<file path="config.mk">
export PLATFORM = sky130hd
export DESIGN_NAME = rr_arbiter8
export DESIGN_NICKNAME = d
export VERILOG_FILES = /design/src/rtl/rr_arbiter8_pkg.sv /design/src/rtl/rr_arbiter8_dec3to8.sv /design/src/rtl/rr_arbiter8.sv
export SDC_FILE = /design/constraint.sdc
export NUM_CORES = 1
export LEC_CHECK = 0
export CAP_MARGIN = 10
export CORE_MARGIN = 2
export CORE_UTILIZATION = 40
export DETAILED_ROUTE_END_ITERATION = 6
export PLACE_DENSITY = 0.64
export SYNTH_ARGS = -nofsm -noshare
export SYNTH_HDL_FRONTEND = slang
export SYNTH_HIERARCHICAL = 1
export SYNTH_SLANG_ARGS = --single-unit
</file>
<file path="constraint.sdc">
create_clock -name clk -period 4.1 [get_ports clk]
set_clock_uncertainty 0.1 [all_clocks]
set_input_delay 0.41 -clock clk [delete_from_list [all_inputs] [get_ports clk]]
set_output_delay 0.41 -clock clk [all_outputs]
set_load 0.02 [all_outputs]
</file>
<file path="src/rtl/rr_arbiter8_pkg.sv">
// rr_arbiter8_pkg: shared sizes and FSM state encodings for the round-robin arbiter
package rr_arbiter8_pkg;
  localparam int ARB_N = 8;
  localparam int ARB_IDX_W = 3;
  typedef enum logic {ST_IDLE = 1'b0, ST_GRANT = 1'b1} state_t;
endpackage

</file>
<file path="src/rtl/rr_arbiter8_dec3to8.sv">
// dec3to8: 3-to-8 one-hot decoder with enable, all-zero when disabled
module dec3to8 (
  input  logic [2:0] w,
  input  logic       en,
  output logic [7:0] f
);
  assign f = en ? (8'd1 << w) : 8'h00;
endmodule

</file>
<file path="src/rtl/rr_arbiter8.sv">
// rr_arbiter8: 8-requester round-robin arbiter with bounded grant hold time
module rr_arbiter8
  import rr_arbiter8_pkg::*;
#(
  parameter int MAX_HOLD = 15,
  parameter int CNT_W    = 4
) (
  input  logic                 clk,
  input  logic                 resetn,
  input  logic                 en,
  input  logic [ARB_N-1:0]     req,
  output logic [ARB_N-1:0]     gnt,
  output logic [ARB_IDX_W-1:0] gnt_id,
  output logic                 gnt_valid,
  output logic                 timeout
);
  localparam logic [CNT_W-1:0] LAST = CNT_W'(MAX_HOLD - 1);
  state_t               state;
  logic [ARB_IDX_W-1:0] ptr;
  logic [ARB_IDX_W-1:0] off;
  logic [ARB_IDX_W-1:0] sel;
  logic [CNT_W-1:0]     cnt;
  logic [2*ARB_N-1:0]   dbl;
  logic [ARB_N-1:0]     rot;
  // Rotating right by ptr puts the highest-priority requester at bit 0.
  assign dbl = {req, req} >> ptr;
  assign rot = dbl[ARB_N-1:0];
  always_comb begin
    off = '0;
    for (int i = ARB_N - 1; i >= 0; i--)
      if (rot[i]) off = ARB_IDX_W'(i);
  end
  assign sel = ptr + off;
  always_ff @(posedge clk or negedge resetn) begin
    if (!resetn) begin
      state     <= ST_IDLE;
      gnt_id    <= '0;
      gnt_valid <= 1'b0;
      ptr       <= '0;
      cnt       <= '0;
      timeout   <= 1'b0;
    end else begin
      timeout <= 1'b0;
      if (state == ST_IDLE) begin
        if (en && |req) begin
          gnt_id    <= sel;
          gnt_valid <= 1'b1;
          cnt       <= '0;
          state     <= ST_GRANT;
        end
      end else if (!req[gnt_id] || cnt == LAST) begin
        // A voluntary drop on the limit edge is a normal release, not a timeout.
        gnt_valid <= 1'b0;
        ptr       <= gnt_id + 1'b1;
        state     <= ST_IDLE;
        timeout   <= req[gnt_id];
      end else begin
        cnt <= cnt + 1'b1;
      end
    end
  end
  dec3to8 u_dec (
    .w  (gnt_id),
    .en (gnt_valid),
    .f  (gnt)
  );
endmodule

</file>
[Word-level counts from Yosys, hierarchy flattened]
Index checks and enable logic that the tools add are counted.
Storage, ports and cells
  bits in registers: 13
  bits of input ports: 11
  output and inout port bits: 13
  logic and storage cells: 47
Cells by class
  $add $sub $neg: 3
  order comparisons: 1
  equal/unequal tests: 3
  shift-type cells: 2
  mux-type cells: 22
  bitwise operators: 1
  reductions and logical operators: 9
Operators with widths (count)
  $mux W3: 8
  $shr A16 B3 Y8: 1
  $mux W4: 3
  $mux W1: 9
  $mux W8: 1
  $reduce_and A2 Y1: 4
  $reduce_or A8 Y1: 1
  $shl A1 B3 Y8 const A: 1
  $add A4 B1 Y4 const B: 1
  $eq A4 B4 Y1 const B: 1
  $lt A3 B4 Y1 const B: 1
  $add A3 B1 Y3 const B: 1
  $add A3 B3 Y3: 1
  $bmux W1 S3: 1
  $ne A2 B1 Y1 const B: 1
  $ne A2 B2 Y1 const B: 1
  $reduce_bool A2 Y1: 1
  $logic_and A1 B1 Y1: 1
  $logic_not A1 Y1: 1
  $logic_or A1 B1 Y1: 1
  $not A1 Y1: 1

[Longest topological paths before layout]
  depth after elaboration: 10
  mapped depth: 14
  gate-level depth less buffers: 12

[Modules after synthesis]
The synthesis kept the hierarchy.
By module, submodules not included
  rr_arbiter8: instances 1, cells an instance 154, area an instance 1337.5 um^2, sequential area each 325.3 um^2
  dec3to8: instances 1, cells an instance 8, area an instance 95.1 um^2, sequential area each 0.0 um^2

[Least setup slack after synthesis]
Ideal clock, no wire load.
  path type: input to register
  start point: input req[5]
  end point: register gnt_id[2]
  library setup time: 146 ps
  arrival time: 2744 ps
  data required time: 3854 ps
  path slack: 1109 ps
  stages on the path: 13
  path buffers: 1
  path through: clkbuf_1 mux2_2 mux2_2 a211o_1 a21o_1 a22oi_1 a211o_1 ha_1 inv_1 fa_1 xnor2_1 xnor2_1 a21oi_1
Between the ends
  longest elaborated chain between the ends: 10
  elaborated cells on any way between the ends: 13
  those cells by class: add/sub (1); shift (1); mux (8); reduce/logical (3)
RTL lines
  start, declared: line rr_arbiter8.sv:11  | input logic [ARB_N-1:0] req,
  $shr A16 B3 Y8: line rr_arbiter8.sv:26  | assign dbl = {req, req} >> ptr;
  $mux W3 (8 in a row): line rr_arbiter8.sv:31  | if (rot[i]) off = ARB_IDX_W'(i);
  $add A3 B3 Y3: line rr_arbiter8.sv:33  | assign sel = ptr + off;
  end signal, assigned: line rr_arbiter8.sv:46  | gnt_id <= sel;
  end, declared: line rr_arbiter8.sv:13  | output logic [ARB_IDX_W-1:0] gnt_id,
Parallel ways exist; a longest one is shown, timed or not.
A chain may end at the register's enable or synchronous reset.

[Worst setup path in the final report]
Ends and elaborated chain as after synthesis.

==> results.json <==
{
  "die_y_microns": 63.85,
  "swShare_pct": 47.07,
  "clockPowerShare_pct": 6.1,
  "outcome": "complete, no violations",
  "multi_input_area_sq_um": 1008,
  "grt_pass1_wl_mm": 6.009,
  "place_congestion": 0.8409,
  "synth_top_family_by_area": "simple AND/OR/NAND/NOR gates",
  "synth-compound-area-share_pct": 12.93,
  "synth_edf_count": 0,
  "netlist_area_sq_um": 1433,
  "drv_cap": 0,
  "clockBufferDepth": 2,
  "grt_usage_pct": 18.27,
  "cts.reportedPaths.clkPinSlew_ns": 0.07,
  "cts_tree": "done",
  "final_nets": 196,
  "synth_fa_ha_area_share_pct": 4.891,
  "crit_arrival_ns": 3.41,
  "p_int_w": 0.0006500,
  "wire_per_inst_microns": 15.66,
  "io_pins": 24,
  "cp_max_fo": 10,
  "cts_hold_buffers": 0,
  "p_per_area_nw_per_um2": 722.3,
  "rsz0062_at_grt": "no",
  "dieArea_sq_um": 4076,
  "final_common_cell": "clkdlybuf4s50_1",
  "grt_antenna_before_repair": 0,
  "final_cell_mix": "clkdlybuf4s50_1 (23), nor3_1 (17), dfrtp_1 (13)",
  "ctsResizeCount": 0,
  "synth_nets": 178,
  "area_delta_synth_final_pct": 18.69,
  "synth-seq-cells": 13,
  "syn_area_per_cell_sq_um": 8.843,
  "hold_slack_ns": 0.3984,
  "cp-start-kind": "input pin",
  "worstRegToRegCells": 10,
  "cts-root-buf": "clkbuf_4",
  "routed_wl_mm": 3.524,
  "drtIter0Drc": 119,
  "cp-end-kind": "register",
  "vias": 1306,
  "peakVddDrop_mv": 0.3008,
  "rows": 21,
  "cts_sinks": 13,
  "synth_xor_area_share_pct": 2.445,
  "ant_nets": 0,
  "fmax_mhz": 295.5,
  "yosysWarningCount": 6,
  "synth-simple-area-share_pct": 37.82,
  "dp_hpwl_mm": 2.681,
  "grt_overflow": 0,
  "synthMuxAreaShare_pct": 12.31,
  "diodes": 0,
  "seqCellArea_sq_um": 325.3,
  "worst_ep_required_time_ns": 4.12,
  "cts_buffers": 3,
  "yosysSeqAreaShare_pct": 22.71,
  "ctsHtreeMaxLevel": 1,
  "final_hold_viol_count": 0,
  "async_flop_share_pct": 100.0,
  "p_leak_nw": 0.6605,
  "finalMaxSlewViolations": 0,
  "p_comb_share_pct": 67.6,
  "period_minus_slack_ns": 3.384,
  "die_x_microns": 63.85,
  "portBuffers": 23,
  "drive_gt1_share_pct": 15.64,
  "p_sw_w": 0.0005782,
  "fin_crit_sh_pct": 82.55,
  "hold_path_class": "in -> async",
  "initial_core_util_pct": 42.27,
  "drc_errors": 0,
  "worstMarginPinSlew_ns": 0.7021,
  "tns_ns": 0,
  "p_seq_share_pct": 26.3,
  "post_cts_buffers": 0,
  "setup_viol_count_final": 0,
  "worstSetupPathType": "in -> reg",
  "dr.pass1.iters": 4,
  "synthCells": 162,
  "routed_via_density": 5.804,
  "ys_types": 51,
  "ys.flop_type": "dfrtp_1",
  "grt_max_degree": 22,
  "nFillCells": 306,
  "slew-limit-headroom_pct": 53.19,
  "core_area_sq_um": 3390,
  "grt_pass1_vias": 1301,
  "clk_latency_ns": 0.27
}
[worst max-delay path, cell delays in order]
cell and delay [ns]:
clkdlybuf4s50_1 0.60, mux2_2 0.37, mux2_2 0.28, a211o_1 0.26, a21o_1 0.17, a22oi_1 0.16
a211o_1 0.15, ha_1 0.13, inv_1 0.05, fa_1 0.37, xnor2_1 0.15, xnor2_1 0.22
a21oi_1 0.09
[sequential cells by signal, indices dropped and copies added (netlist names)]
register   flops
gnt_id         3
state          1
cnt            4
gnt_valid      1
ptr            3
timeout        1
[layer usage]
layer | GRT usage (%) | vias to the layer above | wire length (microns)
met5 | 0 | - | 0
met3 | 1.232 | 2 | 85
met4 | 5.163 | 0 | 10
met2 | 33.20 | 20 | 1823
li1 | - | 646 | -
met1 | 23.09 | 638 | 1604
[cell usage after synthesis, types with 2 or more instances]
library cell  number  share of area, %
a211o_1            3               1.8
a21o_1             2               1.0
a21oi_1            6               2.1
a22oi_1            2               1.0
and4b_2            2               1.6
and4bb_1           2               1.7
buf_2              4               1.4
clkbuf_1           7               1.8
dfrtp_1           13                23
ha_1               4               3.5
inv_1              6               1.6
mux2_2             4               3.1
mux2i_1            3               2.1
mux4_2             4               6.3
nand2_1            7               1.8
nand2b_1           8               3.5
nand3b_1           2               1.0
nor2_1             7               1.8
nor2b_1            5               2.2
nor3_1            17               5.9
nor3_2             3               2.1
nor3b_1            7               3.7
nor3b_2            2               1.7
nor4_1             8               3.5
o21ai_0            3               1.0
o21ai_1            3               1.0
or4_4              2               1.6
xnor2_1            2               1.2
xor2_1             2               1.2
[cells by family (layout without fill, tap and decap cells)]
group / count (synthesis) / in the layout
and+or+nand+nor: 81 / 81
AOI/OAI and AO/OA: 27 / 27
buffers and inverters: 20 / 37
DFF: 13 / 13
muxes: 12 / 12
adders and majority gates: 5 / 5
xor gates and xnor gates: 4 / 4
[power by group through the flow]
stage | Combinational [W] | Clock (W) | Sequential (W)
finish | 0.000830 | 0.0000745 | 0.000323
global route | 0.000912 | 0.0000900 | 0.000341
CTS | 0.000834 | 0.0000794 | 0.000321
detailed placement | 0.000829 | 0 | 0.000325
global placement | 0.000805 | 0 | 0.000319
floorplan | 0.000668 | 0 | 0.000273
[stage by stage]
| step | cells | cell area (sq um) | worst slack (ns) | utilization, % | power (W) |
|---|---|---|---|---|---|
| floorplan | 162 | 1433 | 1.109 | - | 0.0009406 |
| global placement | 221 | 1674 | 0.5933 | 49.39 | 0.001124 |
| detailed placement | 221 | 1674 | 0.4276 | 49.39 | 0.001154 |
| CTS | 225 | 1700 | 0.7196 | 50.17 | 0.001235 |
| global route | 225 | 1700 | 0.5674 | 50.17 | 0.001343 |
| finish | 225 | 1700 | 0.7156 | 50.17 | 0.001228 |
[cell type report]
| type | instances | share of cell area [%] |
|---|---|---|
| tap | 46 | 3.385 |
| multi-input combinational | 129 | 59.31 |
| sequential | 13 | 19.13 |
| inverter | 6 | 1.325 |
| clock buffer | 4 | 1.545 |
| timing repair buffer | 27 | 15.31 |
[worst paths after layout]
| check | slack, ns | start | end |
|---|---|---|---|
| max | 0.72 | req[5] | gnt_id[2] |
| min | 0.40 | resetn | gnt_id[2] |
| max reg2reg | 0.80 | ptr[0] | gnt_id[2] |
| min reg2reg | 0.44 | cnt[2] | cnt[2] |
| max in group asynchronous | 3.14 | resetn | gnt_id[0] |
| min in group clk | 0.44 | cnt[2] | cnt[2] |
No activity file was read; power rests on OpenSTA's default activity.
